[config.mk]
export PLATFORM = sky130hd
export DESIGN_NAME = mcoi_diag_arbiter
export DESIGN_NICKNAME = d
export VERILOG_FILES = /design/src/rtl/mcoi_diag_pkg.sv /design/src/rtl/mcoi_diag_arbiter_rr_pick.sv /design/src/rtl/mcoi_diag_arbiter.sv
export SDC_FILE = /design/constraint.sdc
export NUM_CORES = 1
export LEC_CHECK = 0
export BUFFER_PORTS_ARGS = -buffer_cell sky130_fd_sc_hd__buf_2
export CAP_MARGIN = 20
export CORE_MARGIN = 10
export CORE_UTILIZATION = 44
export DETAILED_ROUTE_END_ITERATION = 8
export GPL_TIMING_DRIVEN = 0
export HOLD_SLACK_MARGIN = 0.06
export PLACE_DENSITY_LB_ADDON = 0.15
export SETUP_SLACK_MARGIN = 0.3
export SYNTH_ARGS = -nofsm -noshare
export SYNTH_HDL_FRONTEND = slang
export SYNTH_SLANG_ARGS = --single-unit
[constraint.sdc]
create_clock -name ClkRs_ix -period 2.24 [get_ports ClkRs_ix]
set_input_delay 0.224 -clock ClkRs_ix [delete_from_list [all_inputs] [get_ports ClkRs_ix]]
set_output_delay 0.224 -clock ClkRs_ix [all_outputs]
set_load 0.03 [all_outputs]
[src/rtl/mcoi_diag_pkg.sv]
// Shared types and parameter defaults for the MCOI diagnostic register arbiter.
package mcoi_diag_pkg;

  localparam int N_REQ_DEF       = 4;
  localparam int AW_DEF          = 8;
  localparam int DW_DEF          = 16;
  localparam int TIMEOUT_CYC_DEF = 50000;

  typedef struct packed {
    logic clk;
    logic reset;
  } ckrs_t;

  typedef enum logic [1:0] {
    IDLE,
    START,
    WAIT,
    DONE
  } state_e;

endpackage

[src/rtl/mcoi_diag_arbiter_rr_pick.sv]
// Combinational round-robin picker: first set request scanning upward from ptr+1 with wrap.
module rr_pick #(
  parameter int N_REQ = mcoi_diag_pkg::N_REQ_DEF,
  parameter int IW    = $clog2(N_REQ)
) (
  input  logic [N_REQ-1:0] req,
  input  logic [IW-1:0]    ptr,
  output logic [N_REQ-1:0] sel,
  output logic [IW-1:0]    idx,
  output logic             any
);

  logic [2*N_REQ-1:0] rot2;

  // Rotating a doubled copy puts requester (ptr+1) mod N_REQ at bit 0.
  always_comb begin
    rot2 = {req, req} >> (int'(ptr) + 1);
    any  = 1'b0;
    idx  = '0;
    sel  = '0;
    for (int i = 0; i < N_REQ; i++) begin
      if (!any && rot2[i]) begin
        any = 1'b1;
        idx = IW'((int'(ptr) + 1 + i) % N_REQ);
      end
    end
    if (any) sel = N_REQ'(1) << idx;
  end

endmodule

[src/rtl/mcoi_diag_arbiter.sv]
// Round-robin arbiter sharing one register-access engine between N_REQ diagnostic requesters,
// with a per-transaction timeout that answers all-ones and flags Err_o.
module mcoi_diag_arbiter
  import mcoi_diag_pkg::*;
#(
  parameter int N_REQ       = N_REQ_DEF,
  parameter int AW          = AW_DEF,
  parameter int DW          = DW_DEF,
  parameter int TIMEOUT_CYC = TIMEOUT_CYC_DEF
) (
  input  ckrs_t               ClkRs_ix,
  input  logic [N_REQ-1:0]    Req_ib,
  input  logic [N_REQ*AW-1:0] Addr_ib,
  input  logic [N_REQ-1:0]    Wr_ib,
  input  logic [N_REQ*DW-1:0] WData_ib,
  output logic [N_REQ-1:0]    Gnt_ob,
  output logic [N_REQ-1:0]    Done_ob,
  output logic [DW-1:0]       RData_ob,
  output logic                Err_o,
  output logic                Busy_o,
  output logic [7:0]          TimeoutCnt_ob,
  output logic                EngStart_o,
  output logic [AW-1:0]       EngAddr_ob,
  output logic                EngWr_o,
  output logic [DW-1:0]       EngWData_ob,
  input  logic                EngBusy_i,
  input  logic                EngDone_i,
  input  logic [DW-1:0]       EngRData_ib
);

  localparam int IW = $clog2(N_REQ);

  // Handshake: a requester holds Req_ib (with Addr/Wr/WData stable) until it sees its Done_ob
  // pulse; the engine takes a one-cycle EngStart_o when EngBusy_i is low and answers with a
  // one-cycle EngDone_i carrying EngRData_ib. Req_ib still high after Done_ob is a new request.

  logic          clk;
  logic          rst_n;
  state_e        state;
  logic [IW-1:0] ptr;
  logic [15:0]   cnt;

  logic [N_REQ-1:0] pick_sel;
  logic [IW-1:0]    pick_idx;
  logic             pick_any;
  logic [AW-1:0]    sel_addr;
  logic             sel_wr;
  logic [DW-1:0]    sel_wdata;

  assign clk   = ClkRs_ix.clk;
  assign rst_n = ClkRs_ix.reset;

  rr_pick #(.N_REQ(N_REQ), .IW(IW)) u_rr_pick (
    .req (Req_ib),
    .ptr (ptr),
    .sel (pick_sel),
    .idx (pick_idx),
    .any (pick_any)
  );

  always_comb begin
    sel_addr  = '0;
    sel_wr    = 1'b0;
    sel_wdata = '0;
    for (int i = 0; i < N_REQ; i++) begin
      if (pick_sel[i]) begin
        sel_addr  = Addr_ib[i*AW +: AW];
        sel_wr    = Wr_ib[i];
        sel_wdata = WData_ib[i*DW +: DW];
      end
    end
  end

  always_ff @(posedge clk or negedge rst_n) begin
    if (!rst_n) begin
      state         <= IDLE;
      ptr           <= IW'(N_REQ - 1);
      cnt           <= '0;
      Gnt_ob        <= '0;
      Done_ob       <= '0;
      RData_ob      <= '0;
      Err_o         <= 1'b0;
      Busy_o        <= 1'b0;
      TimeoutCnt_ob <= '0;
      EngStart_o    <= 1'b0;
      EngAddr_ob    <= '0;
      EngWr_o       <= 1'b0;
      EngWData_ob   <= '0;
    end else begin
      Done_ob    <= '0;
      EngStart_o <= 1'b0;
      case (state)
        IDLE: begin
          if (pick_any) begin
            Gnt_ob      <= pick_sel;
            EngAddr_ob  <= sel_addr;
            EngWr_o     <= sel_wr;
            EngWData_ob <= sel_wdata;
            Busy_o      <= 1'b1;
            state       <= START;
          end
        end
        START: begin
          if (!EngBusy_i) begin
            EngStart_o <= 1'b1;
            cnt        <= '0;
            state      <= WAIT;
          end
        end
        WAIT: begin
          // A completion in the timeout cycle still counts as a real answer.
          if (EngDone_i) begin
            RData_ob <= EngRData_ib;
            Err_o    <= 1'b0;
            Done_ob  <= Gnt_ob;
            state    <= DONE;
          end else if (cnt == 16'(TIMEOUT_CYC - 1)) begin
            RData_ob <= '1;
            Err_o    <= 1'b1;
            Done_ob  <= Gnt_ob;
            if (TimeoutCnt_ob != 8'hFF) TimeoutCnt_ob <= TimeoutCnt_ob + 8'd1;
            state    <= DONE;
          end else begin
            cnt <= cnt + 16'd1;
          end
        end
        DONE: begin
          for (int i = 0; i < N_REQ; i++) begin
            if (Gnt_ob[i]) ptr <= IW'(i);
          end
          Gnt_ob <= '0;
          Busy_o <= 1'b0;
          state  <= IDLE;
        end
        default: state <= IDLE;
      endcase
    end
  end

endmodule

==> metrics.txt, run 1 <==
largest fanout on the critical path=6; GRT Overall Usage=0.2454; global route overflow=0; vias in the first global route=5749; reg2reg end=cnt[2]; Post-Synthesis Net Count=approximately 630; global-route wire length before repair=approximately 28 mm; cell count after synthesis=503; slowest stage cell, crit path=or4b_4; sequential standard cell area=2007 µm²; final critical-path setup slack=between 0.06 and 0.07 ns; area of the placeable core=roughly 10000 µm²; clock transition at the register clock pins on the worst setup and hold paths after CTS=0.10 ns; total power draw=10.58 mW; endpoint class of the critical path=register; Worst Path Buf+Inv=2; count of standard-cell rows=36; area taken by multi-input logic gates=slightly below 3000 µm²; share of final-layout standard cells stronger than drive strength 1=0.5066; overall routed net length=around 19 mm; number of distinct standard cells referenced by the synthesized netlist=53; number of I/O port buffers=181; hold buffer count at CTS=0; fraction of the core area covered by cells at the end of the flow=0.7415; power per cell area=1439 nW/µm²; critical setup path kind=reg -> reg; pin count of the biggest net entering global routing=15; setup repair after global routing missed its margin=yes; total number of cells along the worst setup path=7; Net count, final=879; FF+latch count, synth=80; total die area=between 10000 and 15000 µm²; DRT antenna net count=0; number of warnings printed during yosys synthesis=0; required time of the critical path=2.51 ns; detail-routed via count per cell=5.945; slowest stage delay, CP=0.59 ns; failing checks=negative hold slack; async set-reset flop share out of synthesis=1.000; VDD IR-drop max=0.6896 mV; initial antenna violation count=3; average wire per standard cell=21.19 µm; DRC violation count after routing=0; top sig layer=met5; Final Hold Slack=-0.3522 ns; die width=121.5 µm; final non-filler cell total=895; crit share post-route=0.9705; mapped cell area=4534 µm²; initial core utilization=0.4576; time the worst path needs with I/O delays and setup=2.174 ns; Pins Over Slew Limit=0; area post-placement=5639 µm²; critical path, cell by cell=or4b_4 > o41a_4 > buf_4 > buf_6 > nand2_2 > o31ai_1 > a22o_1; clock insertion delay at the later pin of the skew report=0.38 ns; pre-CTS worst setup slack=-0.1936 ns; standby leakage power=approximately 3.4 nW; met2 WL=9.054 mm; routed wire length on met3=1.970 mm; FF-to-FF setup slack=around 0.066 ns; Final Cell Area=7348 µm²; proportion of synthesized chip area in sequential cells=0.4421; crit path launch type=register; Max Freq=0.4600 GHz; max-cap violation count=0; count of final setup violators=0; worst clock skew on the final layout=0.01223 ns; status=finished, violations left; mean post-synth cell area=~9 µm²; hold violation total from the final report=80; Placed Instances=a little over 800; worst-case reg-to-reg path depth=7; DRC marker count from the first detailed-route iteration=468; hold crit path type=clk -> async; max-slew headroom at the worst pin=0.7137; number of enable flip-flop cells after synthesis=0; transition time of the tightest slew-check pin=0.4255 ns; via count=between 5000 and 6000; I/O pin cnt=184; met1 WL=between 7 and 8 mm; delay-heaviest family, CP=compound AO/OA/AOI/OAI gates; most common flop cell mapped by yosys=dfrtp_1; DP Wirelength=12.11 mm; die height=121.5 µm; First-pass DRT Iterations=5; clock tree from TritonCTS=yes; launch instance of the worst register-to-register path=cnt[5]; layout filler cell count=approximately 710; RePlAce Congestion=0.8993; area growth from synthesis to final layout=62.06%; arrival time at the worst endpoint=2.44 ns
metrics by stage:
| step | TNS, ns | hold WS (ns) |
|---|---|---|
| detailed placement | -5.199 | -0.2956 |
| global route | 0 | -0.3388 |
| global placement | -2.391 | -0.2956 |
| CTS | 0 | -0.3353 |
| finish | 0 | -0.3522 |
| floorplan | 0 | -0.2956 |
cell type report:
class,count,area share
inverters,30,0.01566
flip-flops and latches,80,0.2731
repair buffers,225,0.1779
clock inverters,12,0.02196
clock buffers,20,0.03899
plain buffers,41,0.05006
diodes,2,0.0006811
multi-input cells,352,0.3989
well taps,133,0.02265
state kept, by name (all words and copies together) (netlist names):
register and flops:
EngWr_o 1, Busy_o 1, TimeoutCnt_ob 8, EngStart_o 1, Err_o 1, Gnt_ob 4
EngAddr_ob 8, EngWData_ob 16, ptr 2, state 2, cnt 16, Done_ob 4
RData_ob 16
logic make-up (layout without fill, tap and decap cells):
logic type      after synthesis  count (layout)  share of synthesized area
other cells                   0               2                          0
buf+inv                      71             328                    0.06264
simple gates                128             128                     0.1396
mux                           4               4                   0.009382
flops                        80              80                     0.4421
xor+xnor                     13              13                    0.02511
fa+ha+maj                     7               7                    0.01931
compound gates              200             200                     0.3019
Yosys cell counts, types with 5 or more instances:
master,count,area share
xnor2_1,9,0.017
nand2_1,22,0.018
inv_1,30,0.025
a31oi_1,17,0.023
a2bb2oi_1,25,0.048
a21oi_1,63,0.070
nand3_1,11,0.012
o21ai_0,17,0.019
ha_1,7,0.019
o31ai_1,5,0.0083
nand2b_1,5,0.0069
o311ai_0,26,0.050
o22ai_1,26,0.036
dfrtp_1,78,0.43
nor2_1,55,0.046
clkbuf_1,34,0.028
worst register-to-register path, cell delays in order, from the launching register on:
cell,delay (ns)
dfrtp_1,0.40
or4b_4,0.59
o41a_4,0.51
buf_4,0.16
buf_6,0.11
nand2_2,0.06
o31ai_1,0.06
a22o_1,0.18
layer usage:
layer  GRT usage  vias to the layer above
met5           0                        -
met2      0.3562                      330
met3      0.1452                       68
met1      0.2671                     2537
li1            -                     2384
met4      0.1602                        2
cell usage in the layout, fill, tap and decap left out, types with 9 or more instances in the layout:
cell	Yosys	layout
o311ai_4	0	15
nand2_1	22	18
clkbuf_2	0	15
a21oi_1	63	58
inv_1	30	27
clkbuf_8	0	20
a2bb2oi_2	0	12
o21ai_0	17	14
xnor2_1	9	9
buf_4	0	34
buf_2	2	183
a2bb2oi_1	25	13
buf_6	2	17
nand3_1	11	11
nor2_1	55	50
dfrtp_1	78	76
o22ai_1	26	22
a31oi_1	17	16
how the worst max path moves through the flow:
stage	end	start	slack, ns
2_1_floorplan	RData_ob[10]	cnt[5]	0.15
3_3_place_gp	EngWData_ob[10]	Req_ib[1]	-0.14
3_5_place_dp	EngWData_ob[11]	ptr[1]	-0.19
4_1_cts	EngWData_ob[11]	ptr[1]	0.1
5_1_grt	cnt[2]	cnt[11]	0.02
6_report	cnt[2]	cnt[5]	0.07
repair_timing:
item | CTS | global route
cloned | 5 | 1
gates resized for setup | 127 | 81
setup buffers | 25 | 13
endpoints found under the setup margin | 74 | 76
pin swaps | 28 | 27
power by group:
part / leakage [nW] / switching (mW) / total [mW] / internal [mW]
clock: 0.216 / 1.44 / 2.62 / 1.18
sequential: 0.976 / 0.344 / 2.12 / 1.78
combinational: 2.16 / 3.55 / 5.84 / 2.29
total: 3.36 / 5.33 / 10.6 / 5.25
Power figures use the tool's default switching activity.
==> run 2: changes to the inputs <==
--- a/config.mk
+++ b/config.mk
@@ -13,6 +13,7 @@
 export GPL_TIMING_DRIVEN = 0
 export HOLD_SLACK_MARGIN = 0.06
 export PLACE_DENSITY_LB_ADDON = 0.15
+export RECOVER_POWER = 25
 export SETUP_SLACK_MARGIN = 0.3
 export SYNTH_ARGS = -nofsm -noshare
 export SYNTH_HDL_FRONTEND = slang
==> run 2 against run 1 <==
Against the previous run: setup slack better by 0.013 ns; flip-flop and latch count stayed put; routed wire length rose by 0.41%; register-to-register slack hardly changed; clock skew about the same; largest cell class unchanged; critical path depth is the same; design area shrank 1.2%; the flow now finishes without violations; global-route usage unchanged; via count increased by 0.49%; non-clock buffer count is the same.
==> metrics.txt, run 2 (synthesis gave the netlist of run 1 again) <==
via count=5347; Pins Over Slew Limit=0; DRT antenna net count=0; Max Freq=0.4627 GHz; critical setup path kind=reg -> reg; global-route wire length before repair=28.16 mm; GRT Overall Usage=0.2454; endpoint class of the critical path=register; hold buffer count at CTS=0; Placed Instances=817; slowest stage delay, CP=0.59 ns; detail-routed via count per cell=5.968; DRC violation count after routing=0; area growth from synthesis to final layout=60.13%; slowest stage cell, crit path=or4b_4; most common library cell in the layout ignoring fill and taps=buf_2; critical path, cell by cell=or4b_4 > o41a_4 > buf_4 > buf_6 > nand2_2 > o31ai_1 > a22o_1; Net count, final=879; initial core utilization=0.4576; DRC marker count from the first detailed-route iteration=476; max-slew headroom at the worst pin=0.4395; hold violation total from the final report=0; initial antenna violation count=3; number of I/O port buffers=181; global route overflow=0; area of the placeable core=9910 µm²; total die area=about 15000 µm²; die width=roughly 120 µm; overall routed net length=approximately 19 mm; Worst Path Buf+Inv=2; power per cell area=1417 nW/µm²; largest fanout on the critical path=6; count of standard-cell rows=36; crit path launch type=register; First-pass DRT Iterations=5; RePlAce Congestion=around 0.90; clock tree from TritonCTS=yes; standby leakage power=about 3.3 nW; vias in the first global route=5749; VDD IR-drop max=0.6697 mV; clock insertion delay at the later pin of the skew report=~0.37 ns; status=completed; final non-filler cell total=approximately 900; worst clock skew on the final layout=approximately 0.012 ns; delay-heaviest family, CP=compound AO/OA/AOI/OAI gates; hold crit path type=in -> reg; pin count of the biggest net entering global routing=15; registers with the most flip-flops=EngWData_ob x16, RData_ob x16, cnt x16; DP Wirelength=12.11 mm; max-cap violation count=0; time the worst path needs with I/O delays and setup=2.161 ns; count of final setup violators=0; arrival time at the worst endpoint=2.43 ns; transition time of the tightest slew-check pin=0.8408 ns; required time of the critical path=2.51 ns; crit share post-route=0.9647; I/O pin cnt=184; average wire per standard cell=21.25 µm; commonest cells after routing, fill and taps aside=buf_2, dfrtp_1, a21oi_1; fraction of the core area covered by cells at the end of the flow=0.7327; clock transition at the register clock pins on the worst setup and hold paths after CTS=0.09 ns; share of final-layout standard cells stronger than drive strength 1=0.4947; setup repair after global routing missed its margin=yes; die height=~120 µm
[run 2: cell types whose count changed in the layout (fill, tap and decap cells not counted)]
cell      change
clkbuf_1      +9
clkbuf_8      -9
diode_2       +1
[run 2: layout make-up]
cell class / count / area (µm²)
well taps: 133 / 166.4
repair buffers: 225 / 1308
multi-input cells: 352 / 2932
plain buffers: 41 / 367.9
inverters: 30 / 115.1
fillers: 720 / 2649
diodes: 3 / 7.507
clock buffers: 20 / 196.4
flip-flops and latches: 80 / 2007
clock inverters: 12 / 161.4
[run 2: final timing paths]
check                      slack [ns]              from                to  depth (start not counted)
setup / recovery                 0.08            cnt[5]            cnt[2]                          7
hold / removal                   0.09    EngRData_ib[3]       RData_ob[3]                          3
setup reg to reg                 0.08            cnt[5]            cnt[2]                          7
hold reg to reg                  0.51  TimeoutCnt_ob[7]  TimeoutCnt_ob[7]                          1
max in group asynchronous        1.56       ClkRs_ix[0]    EngWData_ob[6]                          2
min in group asynchronous        0.10       ClkRs_ix[0]           cnt[11]                          2
[run 2: worst reg2reg max path: stages (launching register included)]
cell,delay [ns]
dfrtp_1,0.40
or4b_4,0.59
o41a_4,0.51
buf_4,0.16
buf_6,0.11
nand2_2,0.05
o31ai_1,0.06
a22o_1,0.18
[run 2: per-layer routing]
metal	up-vias	part of all wire	GRT usage	wire length, µm
met3	64	0.11	0.1452	2008
met1	2549	0.38	0.2671	7173
met5	-	0.00063	0	12
met2	347	0.48	0.3562	9114
met4	2	0.038	0.1602	731
li1	2385	-	-	-
[run 2: repair_timing]
item,CTS,global route
cloned,5,1
gates resized for setup,127,81
pin swaps,28,27
setup endpoints to repair,74,76
setup buffers,25,13
[run 2: report_power, final]
part	total, mW	switching, mW	internal [mW]	leakage [nW]
combinational	5.85	3.56	2.29	2.16
sequential	2.12	0.343	1.78	0.976
clock	2.33	1.41	0.911	0.162
[run 2: per-stage QoR]
stage	worst slack (ns)	hold WS (ns)	setup TNS [ns]	total power, mW	instance area, µm²
floorplan	0.1530	-0.2956	0	4.853	4567
global placement	-0.1408	-0.2956	-2.391	6.212	5639
detailed placement	-0.1936	-0.2956	-5.199	6.321	5639
CTS	0.09813	-0.3353	0	9.941	6927
global route	0.02464	0.07725	0	10.93	7261
finish	0.07897	0.09052	0	10.29	7261
